[src/rtl/spi_ctrl_pkg.sv]
// Shared types and constants for the SPI burst controller and its FIFOs.
package spi_ctrl_pkg;

    localparam int BYTE_W           = 8;
    localparam int CNT_W            = 8;
    localparam int SS_SETUP_DEFAULT = 2;
    localparam int SS_HOLD_DEFAULT  = 2;

    typedef enum logic [2:0] {
        IDLE    = 3'd0,
        SETUP   = 3'd1,
        WAIT_TX = 3'd2,
        XFER    = 3'd3,
        HOLD    = 3'd4
    } state_t;

endpackage

[src/rtl/spi_sync_fifo.sv]
// Show-ahead synchronous FIFO; a pop in the same cycle frees room for a push,
// so a full FIFO that is popped and pushed together keeps its occupancy.
module spi_sync_fifo #(
    parameter int WIDTH = 8,
    parameter int DEPTH = 8
) (
    input  logic             clk_i,
    input  logic             rst_i,
    input  logic             push_i,
    input  logic [WIDTH-1:0] data_i,
    input  logic             pop_i,
    output logic [WIDTH-1:0] data_o,
    output logic             full_o,
    output logic             empty_o
);

    localparam int AW = $clog2(DEPTH);

    logic [WIDTH-1:0] r_mem [DEPTH];
    logic [AW:0]      r_wr_ptr;
    logic [AW:0]      r_rd_ptr;
    logic             w_do_push;
    logic             w_do_pop;

    // The extra pointer bit tells full from empty when the indices match.
    assign empty_o   = (r_wr_ptr == r_rd_ptr);
    assign full_o    = (r_wr_ptr[AW] != r_rd_ptr[AW]) &&
                       (r_wr_ptr[AW-1:0] == r_rd_ptr[AW-1:0]);
    assign w_do_pop  = pop_i && !empty_o;
    assign w_do_push = push_i && (!full_o || w_do_pop);
    assign data_o    = r_mem[r_rd_ptr[AW-1:0]];

    // Pointer update.
    always_ff @(posedge clk_i) begin
        if (rst_i) begin
            r_wr_ptr <= '0;
            r_rd_ptr <= '0;
        end else begin
            if (w_do_push) begin
                r_wr_ptr <= r_wr_ptr + (AW+1)'(1);
            end
            if (w_do_pop) begin
                r_rd_ptr <= r_rd_ptr + (AW+1)'(1);
            end
        end
    end

    // Storage write.
    always_ff @(posedge clk_i) begin
        if (w_do_push) begin
            r_mem[r_wr_ptr[AW-1:0]] <= data_i;
        end
    end

endmodule

[src/rtl/spi_burst_ctrl.sv]
// Burst controller in front of an SPI master: TX/RX byte FIFOs, slave-select
// framing with setup/hold spacing, and the din/start/ready/done handshake.
module spi_burst_ctrl
    import spi_ctrl_pkg::*;
#(
    parameter int DEPTH    = 8,
    parameter int SS_SETUP = SS_SETUP_DEFAULT,
    parameter int SS_HOLD  = SS_HOLD_DEFAULT
) (
    input  logic              clk_i,
    input  logic              rst_i,
    input  logic              wr_en_i,
    input  logic [BYTE_W-1:0] wr_data_i,
    output logic              tx_full_o,
    input  logic              rd_en_i,
    output logic [BYTE_W-1:0] rd_data_o,
    output logic              rx_empty_o,
    input  logic              go_i,
    input  logic [BYTE_W-1:0] len_i,
    output logic              busy_o,
    output logic              burst_done_o,
    output logic              rx_ovf_o,
    output logic [BYTE_W-1:0] spi_din_o,
    output logic              spi_start_o,
    input  logic              spi_ready_i,
    input  logic              spi_done_tick_i,
    input  logic [BYTE_W-1:0] spi_dout_i,
    output logic              ss_n_o
);

    state_t            r_state, w_next_state;
    logic [CNT_W-1:0]  r_cnt, w_cnt_nxt;
    logic [BYTE_W-1:0] r_rem, w_rem_nxt;
    logic              r_ss_n, w_ss_n_nxt;
    logic              r_busy, w_busy_nxt;
    logic              r_done, w_done_nxt;
    logic              r_ovf, w_ovf_nxt;
    logic [BYTE_W-1:0] r_din, w_din_nxt;
    logic              r_start, w_start_nxt;

    logic              w_tx_pop;
    logic              w_tx_empty;
    logic [BYTE_W-1:0] w_tx_head;
    logic              w_rx_push;
    logic              w_rx_full;

    spi_sync_fifo #(.WIDTH(BYTE_W), .DEPTH(DEPTH)) u_tx_fifo (
        .clk_i   (clk_i),
        .rst_i   (rst_i),
        .push_i  (wr_en_i),
        .data_i  (wr_data_i),
        .pop_i   (w_tx_pop),
        .data_o  (w_tx_head),
        .full_o  (tx_full_o),
        .empty_o (w_tx_empty)
    );

    spi_sync_fifo #(.WIDTH(BYTE_W), .DEPTH(DEPTH)) u_rx_fifo (
        .clk_i   (clk_i),
        .rst_i   (rst_i),
        .push_i  (w_rx_push),
        .data_i  (spi_dout_i),
        .pop_i   (rd_en_i),
        .data_o  (rd_data_o),
        .full_o  (w_rx_full),
        .empty_o (rx_empty_o)
    );

    // Next-state, counter and registered-output computation.
    always_comb begin
        w_next_state = r_state;
        w_cnt_nxt    = r_cnt;
        w_rem_nxt    = r_rem;
        w_ss_n_nxt   = r_ss_n;
        w_busy_nxt   = r_busy;
        w_done_nxt   = 1'b0;
        w_ovf_nxt    = r_ovf;
        w_din_nxt    = r_din;
        w_start_nxt  = 1'b0;
        w_tx_pop     = 1'b0;
        w_rx_push    = 1'b0;
        case (r_state)
            IDLE: begin
                w_ss_n_nxt = 1'b1;
                w_busy_nxt = 1'b0;
                if (go_i) begin
                    w_ovf_nxt = 1'b0;
                    if (len_i != 8'd0) begin
                        w_rem_nxt    = len_i;
                        w_cnt_nxt    = CNT_W'(SS_SETUP);
                        w_ss_n_nxt   = 1'b0;
                        w_busy_nxt   = 1'b1;
                        w_next_state = SETUP;
                    end else begin
                        w_done_nxt = 1'b1;
                    end
                end else begin
                    w_next_state = IDLE;
                end
            end
            SETUP: begin
                if (r_cnt <= CNT_W'(1)) begin
                    w_cnt_nxt    = '0;
                    w_next_state = WAIT_TX;
                end else begin
                    w_cnt_nxt = r_cnt - CNT_W'(1);
                end
            end
            WAIT_TX: begin
                if (!w_tx_empty && spi_ready_i) begin
                    w_tx_pop     = 1'b1;
                    w_din_nxt    = w_tx_head;
                    w_start_nxt  = 1'b1;
                    w_next_state = XFER;
                end else begin
                    w_next_state = WAIT_TX;
                end
            end
            XFER: begin
                if (spi_done_tick_i) begin
                    w_rx_push = 1'b1;
                    // A host pop in the same cycle makes room, so only an unpopped full RX drops.
                    if (w_rx_full && !rd_en_i) begin
                        w_ovf_nxt = 1'b1;
                    end else begin
                        w_ovf_nxt = r_ovf;
                    end
                    w_rem_nxt = r_rem - 8'd1;
                    if (r_rem == 8'd1) begin
                        w_cnt_nxt    = CNT_W'(SS_HOLD);
                        w_next_state = HOLD;
                    end else begin
                        w_next_state = WAIT_TX;
                    end
                end else begin
                    w_next_state = XFER;
                end
            end
            HOLD: begin
                if (r_cnt <= CNT_W'(1)) begin
                    w_cnt_nxt    = '0;
                    w_ss_n_nxt   = 1'b1;
                    w_busy_nxt   = 1'b0;
                    w_done_nxt   = 1'b1;
                    w_next_state = IDLE;
                end else begin
                    w_cnt_nxt = r_cnt - CNT_W'(1);
                end
            end
            default: begin
                w_ss_n_nxt   = 1'b1;
                w_busy_nxt   = 1'b0;
                w_next_state = IDLE;
            end
        endcase
    end

    // State and registered-output update.
    always_ff @(posedge clk_i) begin
        if (rst_i) begin
            r_state <= IDLE;
            r_cnt   <= '0;
            r_rem   <= '0;
            r_ss_n  <= 1'b1;
            r_busy  <= 1'b0;
            r_done  <= 1'b0;
            r_ovf   <= 1'b0;
            r_din   <= '0;
            r_start <= 1'b0;
        end else begin
            r_state <= w_next_state;
            r_cnt   <= w_cnt_nxt;
            r_rem   <= w_rem_nxt;
            r_ss_n  <= w_ss_n_nxt;
            r_busy  <= w_busy_nxt;
            r_done  <= w_done_nxt;
            r_ovf   <= w_ovf_nxt;
            r_din   <= w_din_nxt;
            r_start <= w_start_nxt;
        end
    end

    assign ss_n_o       = r_ss_n;
    assign busy_o       = r_busy;
    assign burst_done_o = r_done;
    assign rx_ovf_o     = r_ovf;
    assign spi_din_o    = r_din;
    assign spi_start_o  = r_start;

endmodule

[config.mk]
export PLATFORM = sky130hd
export DESIGN_NAME = spi_burst_ctrl
export DESIGN_NICKNAME = d
export VERILOG_FILES = /design/src/rtl/spi_ctrl_pkg.sv /design/src/rtl/spi_sync_fifo.sv /design/src/rtl/spi_burst_ctrl.sv
export SDC_FILE = /design/constraint.sdc
export NUM_CORES = 1
export LEC_CHECK = 0
export CORE_UTILIZATION = 59
export DETAILED_ROUTE_END_ITERATION = 10
export MAX_ROUTING_LAYER = met4
export PLACE_DENSITY = 0.8
export SLEW_MARGIN = 5
export SYNTH_ARGS = -nofsm -noshare
export SYNTH_HDL_FRONTEND = slang
export SYNTH_SLANG_ARGS = --single-unit
[constraint.sdc]
create_clock -name clk_i -period 3.67 [get_ports clk_i]
set_input_delay 0.5505 -clock clk_i [delete_from_list [all_inputs] [get_ports clk_i]]
set_output_delay 0.5505 -clock clk_i [all_outputs]
set_load 0.02 [all_outputs]
==> results.py <==
metrics = {
    "status": {
        "status": "completed",
    },
    "synth": {
        "synthCells": 534,
        "yosysUniqueCellTypes": 62,
        "netlist_top_cells_area": "edfxtp_1 50%, dfxtp_1 13%, mux4_2 9.4%",
        "syn-num-nets": 573,
        "netlist.area_leader.share": 0.500,
        "avgSynthCellArea_um2": 14.4,
        "synth_top_cell_by_area": "edfxtp_1",
        "yosys_warnings": 0,
        "synthFlopType": "edfxtp_1",
        "ys_seq_area_frac": 0.633,
        "synthArstFlopShare": 0,
        "synth_area_um2": 7680,
        "synth_edf_count": 128,
        "ys_ff_latch": 179,
    },
    "sta": {
        "finalSetupViolations": 0,
        "fin_crit_ps": 3050,
        "finalCritPeriodShare": 0.830,
        "rsz0062_at_grt": "false",
        "worst_clock_skew_ps": 7.42,
        "slew-limit-headroom": 0.296,
        "max_freq_ghz": 0.328,
        "fin_ws_ps": 622,
        "worst_pin_slew_ps": 1040,
        "drv_slew": 0,
        "finalHoldViolCount": 0,
        "fin_setup_tns_ps": 0,
    },
    "power": {
        "p_leak_nw": 2.99,
        "p_total_mw": 4.62,
        "vdd_ir_drop_max_uv": 499,
        "power.density_nw_per_um2": 514,
    },
    "clocking": {
        "clock-root-buffer": "clkbuf_16",
        "cts_buffers": 17,
        "ctsHoldBuffers": 0,
        "clk_path_buf_depth": 2,
        "cts_setup_buffers": 0,
        "cts_num_sinks": 179,
        "clkTransAtPathRegs_ps": 70,
        "clk_latency_ps": 420,
        "post_cts_resized": 0,
        "cts_tree": "yes",
        "h-tree-depth": 4,
    },
    "critical_path": {
        "cp-start-kind": "flop",
        "reg2reg_from": "r_state[1]$_SDFFE_PP0P_",
        "r2r_end": "u_tx_fifo.r_mem[3][3]$_DFFE_PP_",
        "regToRegSetupSlack_ps": 920,
        "crit_type": "reg2out",
        "endpoint": "tx_full_o",
        "r2r_cells": 3,
        "critPathCaptureType": "output port",
        "required_ps": 3120,
        "cp_max_fo": 13,
        "cp.arrival_ps": 2500,
        "crit_path_start": "u_tx_fifo.r_rd_ptr[2]$_SDFFE_PP0P_",
    },
    "placed_design": {
        "place_congestion": 0.851,
        "port_buffers": 53,
        "post-dp-hpwl_mm": 10.1,
        "place_ws_ps": 772,
    },
    "route": {
        "drt_wl_total_mm": 15.5,
        "ant_nets": 0,
        "routedWlPerCell_um": 20.1,
        "drt_iter0_drc": 405,
        "drt-vias-per-instance": 6.30,
        "vias": 4842,
        "first_pass_iters": 6,
        "route.detailed.drc": 0,
    },
    "cells_and_area": {
        "num_antenna_cells": 0,
        "multi_input_area_um2": 2610,
        "syn2layout_area_growth_pct": 17.1,
        "drive_gt1_frac": 0.168,
        "fin_nets": 623,
        "regArea_um2": 4860,
        "n_fill_cell": 812,
    },
    "floorplanning": {
        "die_h_um": 116,
        "die_area_um2": 13500,
        "initial_core_util": 0.606,
        "ios": 54,
        "die_x_um": 116,
        "fp.coreArea_um2": 12700,
        "num_rows": 41,
    },
    "global_routing": {
        "grt_pass1_wl_mm": 24.4,
        "grt_pass1_vias": 4623,
        "grt_max_degree": 44,
        "antenna_found_initial": 0,
        "grt_overflow": 0,
        "grt_use_total": 0.256,
    },
    "job": {
        "maxCapViolCount": 0,
    },
    "worst_hold_path": {
        "hold_path_class": "reg2reg",
    },
}
[metal layers]
metal,up-vias,wire length [µm],GRT usage
li1,2225,-,-
met1,2391,6570,0.341
met2,201,7600,0.396
met3,25,987,0.0488
met4,0,294,0.0957
met5,-,0,-
[Yosys cell counts (8+ instances only)]
cell type / number
o311ai_0: 9
ha_1: 8
nand2_1: 18
nor4_1: 8
mux2i_1: 11
edfxtp_1: 128
mux4_2: 32
nor2_1: 27
clkbuf_1: 27
inv_1: 14
o21ai_0: 19
xor2_1: 10
nor3_1: 12
a21oi_1: 28
dfxtp_1: 51
mux2_2: 12
[cell families (layout without fill, tap and decap cells)]
group,Yosys count,after routing,synth area share
DFF,179,179,0.633
muxes,55,55,0.126
and+or+nand+nor,121,121,0.0902
AOI/OAI and AO/OA,103,103,0.0915
adders and majority gates,8,8,0.0130
xor gates and xnor gates,17,17,0.0194
buffers and inverters,51,114,0.0267
[power by group]
group / switching, mW / internal (mW)
logic: 0.278 / 0.222
clock network: 0.751 / 1.08
registers: 0.0659 / 2.22
total: 1.10 / 3.52
[cells in the final DEF, fill, tap and decap left out, types with 4 or more instances in the layout]
cell type,netlist,final
buf_4,0,15
a31oi_1,6,6
a311oi_1,4,4
mux2_2,12,12
o31ai_1,7,7
clkinv_4,0,4
o41ai_1,5,5
ha_1,8,8
o21ai_0,19,19
nand3_1,6,6
nor4_1,8,8
nand2_1,18,18
nor2b_1,7,7
inv_1,14,14
edfxtp_1,128,128
nor3_1,12,12
or3_1,7,7
nand4_1,4,4
clkbuf_16,0,17
mux4_2,32,32
clkdlybuf4s50_1,0,53
and4b_1,6,6
xor2_1,10,10
a21oi_1,28,28
xnor2_1,7,7
o311ai_0,9,9
nor2_1,27,27
mux2i_1,11,11
and3_1,5,5
dfxtp_1,51,51
[cell type report]
| cell class | instances | area share |
|---|---|---|
| Inverter | 14 | 0.00584 |
| Tap cell | 172 | 0.0239 |
| Multi-Input combinational cell | 304 | 0.290 |
| Clock buffer | 18 | 0.0477 |
| Timing Repair Buffer | 68 | 0.0715 |
| Sequential cell | 179 | 0.541 |
| Clock inverter | 14 | 0.0196 |
[worst min path at each step]
| stage | start | end | slack (ps) | cells after the start |
|---|---|---|---|---|
| after floorplan | r_rem[5]$_SDFFE_PP0P_ | r_rem[5]$_SDFFE_PP0P_ | 480 | 2 |
| after global routing | busy_o$_SDFFE_PP0P_ | busy_o$_SDFFE_PP0P_ | 510 | 1 |
| final | ss_n_o$_SDFFE_PP1P_ | ss_n_o$_SDFFE_PP1P_ | 480 | 2 |
| after CTS | ss_n_o$_SDFFE_PP1P_ | ss_n_o$_SDFFE_PP1P_ | 490 | 2 |
| after detailed placement | ss_n_o$_SDFFE_PP1P_ | ss_n_o$_SDFFE_PP1P_ | 480 | 2 |
| after global placement | ss_n_o$_SDFFE_PP1P_ | ss_n_o$_SDFFE_PP1P_ | 460 | 2 |
[critical path: stages, from the launching register on]
cell	delay [ps]
dfxtp_1	800
xnor2_1	230
nand4_1	220
inv_1	190
clkdlybuf4s50_1	640
[flip-flops by register name, summed over array words and instances (netlist names), named ones only]
register            cells
spi_start_o             1
r_cnt                   8
r_rem                   8
busy_o                  1
r_state                 3
ss_n_o                  1
burst_done_o            1
u_tx_fifo.r_mem        64
rx_ovf_o                1
u_tx_fifo.r_rd_ptr      4
u_rx_fifo.r_rd_ptr      4
spi_din_o               8
u_tx_fifo.r_wr_ptr      4
u_rx_fifo.r_mem        64
u_rx_fifo.r_wr_ptr      4
[stage by stage]
step / std cells / area (µm²) / utilization / hold WS [ps]
after floorplan: 534 / 7680 / - / 479
after global placement: 737 / 8390 / 0.662 / 463
after detailed placement: 737 / 8390 / 0.662 / 479
after CTS: 769 / 8990 / 0.710 / 489
after global routing: 769 / 8990 / 0.710 / 505
final: 769 / 8990 / 0.710 / 483
Note: power is estimated with default switching activity, not from simulation.
==> edit 1 (same flow settings) <==
`DEPTH` is set to 8 in 2 places; all go to 16.
--- a/src/rtl/spi_sync_fifo.sv
+++ b/src/rtl/spi_sync_fifo.sv
@@ -4,3 +4,3 @@
     parameter int WIDTH = 8,
-    parameter int DEPTH = 8
+    parameter int DEPTH = 16
 ) (
--- a/src/rtl/spi_burst_ctrl.sv
+++ b/src/rtl/spi_burst_ctrl.sv
@@ -5,3 +5,3 @@
 #(
-    parameter int DEPTH    = 8,
+    parameter int DEPTH    = 16,
     parameter int SS_SETUP = SS_SETUP_DEFAULT,
Function: changed (Yosys sat finds a counterexample within 10 cycles, from zero or initial values and one cycle with rst_i high).
==> edit 1 against the unedited design <==
  * First-iteration DRC count is 34% higher
  * Die area grew 65%
  * Critical endpoint is now rd_data_o[6]
  * Wire length rose by 74%
  * Hold slack improved by 0.0026 ns
  * Fmax decreased by 13%
  * Cell area up 63%
  * Sequential cell count is 133 higher
  * Power increased by 78%
  * Critical path depth stayed put
  * Clock power up 74%
  * Worst setup slack lost 0.47 ns
  * Largest power group unchanged
  * Via count is 46% higher
  * Area after synthesis rose by 66%
==> edit 1: results <==
[cells_and_area]
multi_input_area_share_pct = 25.58
sequential_cell_area_um2 = 8811
drive_gt1_share_pct = 18.56
stdcell_count = 1121
inverters = 13
final_nets = 866
fill_cells = 1319

[yosys]
synthTopCellsByCount = "edfxtp_1 (256), mux4_2 (70), nor2_1 (65)"
synth_area_leaders = "edfxtp_1 (60%), mux4_2 (12%), dfxtp_1 (8.8%)"
synth_edf_count = 256
netlist.area_leader.share_pct = 60.14
ys_types = 64

[setup_path]
worstPathArrival_ns = 2.97
rr_endpoint = "u_rx_fifo.r_mem[5][2]"
slowest_stage = "dfxtp_2"
crit_fanout = 11
rrSetupSlack_ns = 0.97

[global_routing]
first_global_vias = 7388
grt_pass1_wl_mm = 41.73

[placed_design]
pre_cts_ws_ns = 0.6064
dp_hpwl_mm = 16.64
gp_congestion = 0.8444

[clock_tree]
clock_latency_ns = 0.55
h-tree-depth = 1

[route]
wl_per_cell_um = 24.05
drtIter0Drc = 542
wl_met3_mm = 1.537
route.layer.met1.wl_mm = 10.78

[timing]
hold_ws_ns = 0.4857
fin_ws_ns = 0.1513

[power]
p_leak_nw = 4.717

[outcome]
status = "finished, final reports clean"
## edit 1: tightest hold or removal path: stages, from the launching register on
cell and delay (ns):
dfxtp_1 0.33, nand2_1 0.06, a21oi_1 0.05
## edit 1: kinds of logic (layout without fill, tap and decap cells)
family	count (synthesis)	after routing	synth area share, %
flip-flops	312	312	68.90
buffers and inverters	52	138	1.850
AND/OR/NAND/NOR	180	180	7.262
AO/OA/AOI/OAI	87	87	4.825
multiplexers	94	94	14.29
adder cells (fa/ha/maj)	14	14	1.370
XOR/XNOR	21	21	1.498
## edit 1: power breakdown
group / total (W) / internal (W) / leakage, nW / switching, W
clock: 0.00318 / 0.00186 / 0.503 / 0.00132
combinational: 0.000999 / 0.000420 / 1.45 / 0.000579
sequential: 0.00404 / 0.00393 / 2.76 / 0.000113
total: 0.00822 / 0.00620 / 4.72 / 0.00201
## edit 1: metal layers
metal  vias to the layer above  GRT usage [%]
met5                         -              -
met4                         0          8.265
met3                        53          3.976
met2                       277          44.30
met1                      3621          31.99
li1                       3108              -
==> edit 2 (config.mk and constraints unchanged) <==
Made on the original files. The 5 states of `state_t` get a one-hot encoding in 5 bits.
--- a/src/rtl/spi_ctrl_pkg.sv
+++ b/src/rtl/spi_ctrl_pkg.sv
@@ -8,8 +8,8 @@
 
-    typedef enum logic [2:0] {
-        IDLE    = 3'd0,
-        SETUP   = 3'd1,
-        WAIT_TX = 3'd2,
-        XFER    = 3'd3,
-        HOLD    = 3'd4
+    typedef enum logic [4:0] {
+        IDLE    = 5'b00001,
+        SETUP   = 5'b00010,
+        WAIT_TX = 5'b00100,
+        XFER    = 5'b01000,
+        HOLD    = 5'b10000
     } state_t;
Behaviour: same outputs for any inputs over 4 cycles, from zero or initial values and one cycle with rst_i high; so few cycles prove little.
==> edit 2 against the unedited design <==
  * Sequential cell count increased by 2
  * Cell area increased by 0.70%
  * Power decreased by 4.4%
  * Non-clock buffer count increased by 6
  * Worst setup slack got worse by 0.17 ns
  * Wire length decreased by 4.0%
  * Global-route usage decreased by 0.91 points
  * Fmax decreased by 5.4%
  * Clock power increased by 2%
  * Combinational power decreased by 43%
  * Area after synthesis about the same
  * Largest power group unchanged
==> edit 2: results <==
[cells_and_area]
drive_gt1_share_pct = 17.38
final_nets = 636

[clock_tree]
cts_buffers = 17

[setup_path]
reg2reg_from = "r_state[3]"
reg2reg_depth = 5
crit_fanout = 10
max_stage_delay_ns = 0.57
worstSetupPathType = "reg2out"
worstPathArrival_ns = 2.67

[route]
drtPass1Iterations = 5
wirelength_mm = 14.84
vias = 4614
drtIter0Drc = 338
via_per_inst = 5.900

[worst_hold_path]
min_path_cells = 1

[power]
vdd_drop_max_mv = 0.3847

[placed_design]
dp_hpwl_mm = 9.511
gp_congestion = 0.8408
dp_cells = 750

[global_routing]
grt_usage_pct = 24.70
first_global_vias = 4500
grt_max_degree = 41

[yosys]
synthTopCellsByCount = "edfxtp_1 (128), dfxtp_1 (53), nor2_1 (35)"
synth_cells = 533
synth.area.mux_share_pct = 12.11
synth_area_leaders = "edfxtp_1 (50%), dfxtp_1 (14%), mux4_2 (9.4%)"
synth_xor_area_share_pct = 2.165
ys_seq_area_share_pct = 63.80
ys_types = 67
synthAdderAreaFrac_pct = 1.302
synth-compound-area-share_pct = 7.699
synthesis.nets = 572

[outcome]
status = "finished, final reports clean"

[timing]
max_slew_margin_pct = 42.49
==> edit 2: metrics by stage <==
stage | hold WS (ns) | area [um^2]
finish | 0.4697 | 9055
floorplan | 0.4478 | 7687
CTS | 0.4784 | 9055
global placement | 0.4476 | 8438
global route | 0.5015 | 9055
detailed placement | 0.4639 | 8438
==> edit 2: kinds of logic after synthesis <==
group | count (synthesis)
mux | 52
fa+ha+maj | 8
compound gates | 91
xor+xnor | 19
flops | 181
buf+inv | 44
simple gates | 138
==> edit 2: report_power, final <==
part	switching [W]	internal [W]	total (W)
logic	0.000162	0.000121	0.000283
registers	0.0000380	0.00222	0.00226
clock network	0.000706	0.00117	0.00187
total	0.000906	0.00351	0.00442
==> edit 2: cell type report <==
class	instances	area (um^2)
fillers	842	3616
clock buffers	22	464.2
well taps	172	215.2
inverters	15	56.30
repair buffers	74	688.2
flip-flops and latches	181	4905
multi-input cells	308	2574
clock inverters	10	152.6
==> edit 2: path summary, 6_finish.rpt <==
check | endpoint | slack (ns)
worst min register to register | ss_n_o | 0.47
worst min-delay path | ss_n_o | 0.47
worst max register to register | u_rx_fifo.r_mem[6][0] | 0.90
worst max-delay path | rd_data_o[2] | 0.45
==> edit 2: worst max-delay path, delay by kind of cell, from the launching register on <==
family / cells / cell delay (ns)
buffers and inverters: 2 / 0.85
flip-flops: 1 / 0.57
multiplexers: 2 / 0.81
==> edit 2: metal layers <==
layer	part of all wire, %	track usage [%]	routed length (um)
met1	42	29.53	6185
met2	54	42.54	7954
met3	3.7	5.760	553
met4	0.96	6.068	142
met5	0	-	0
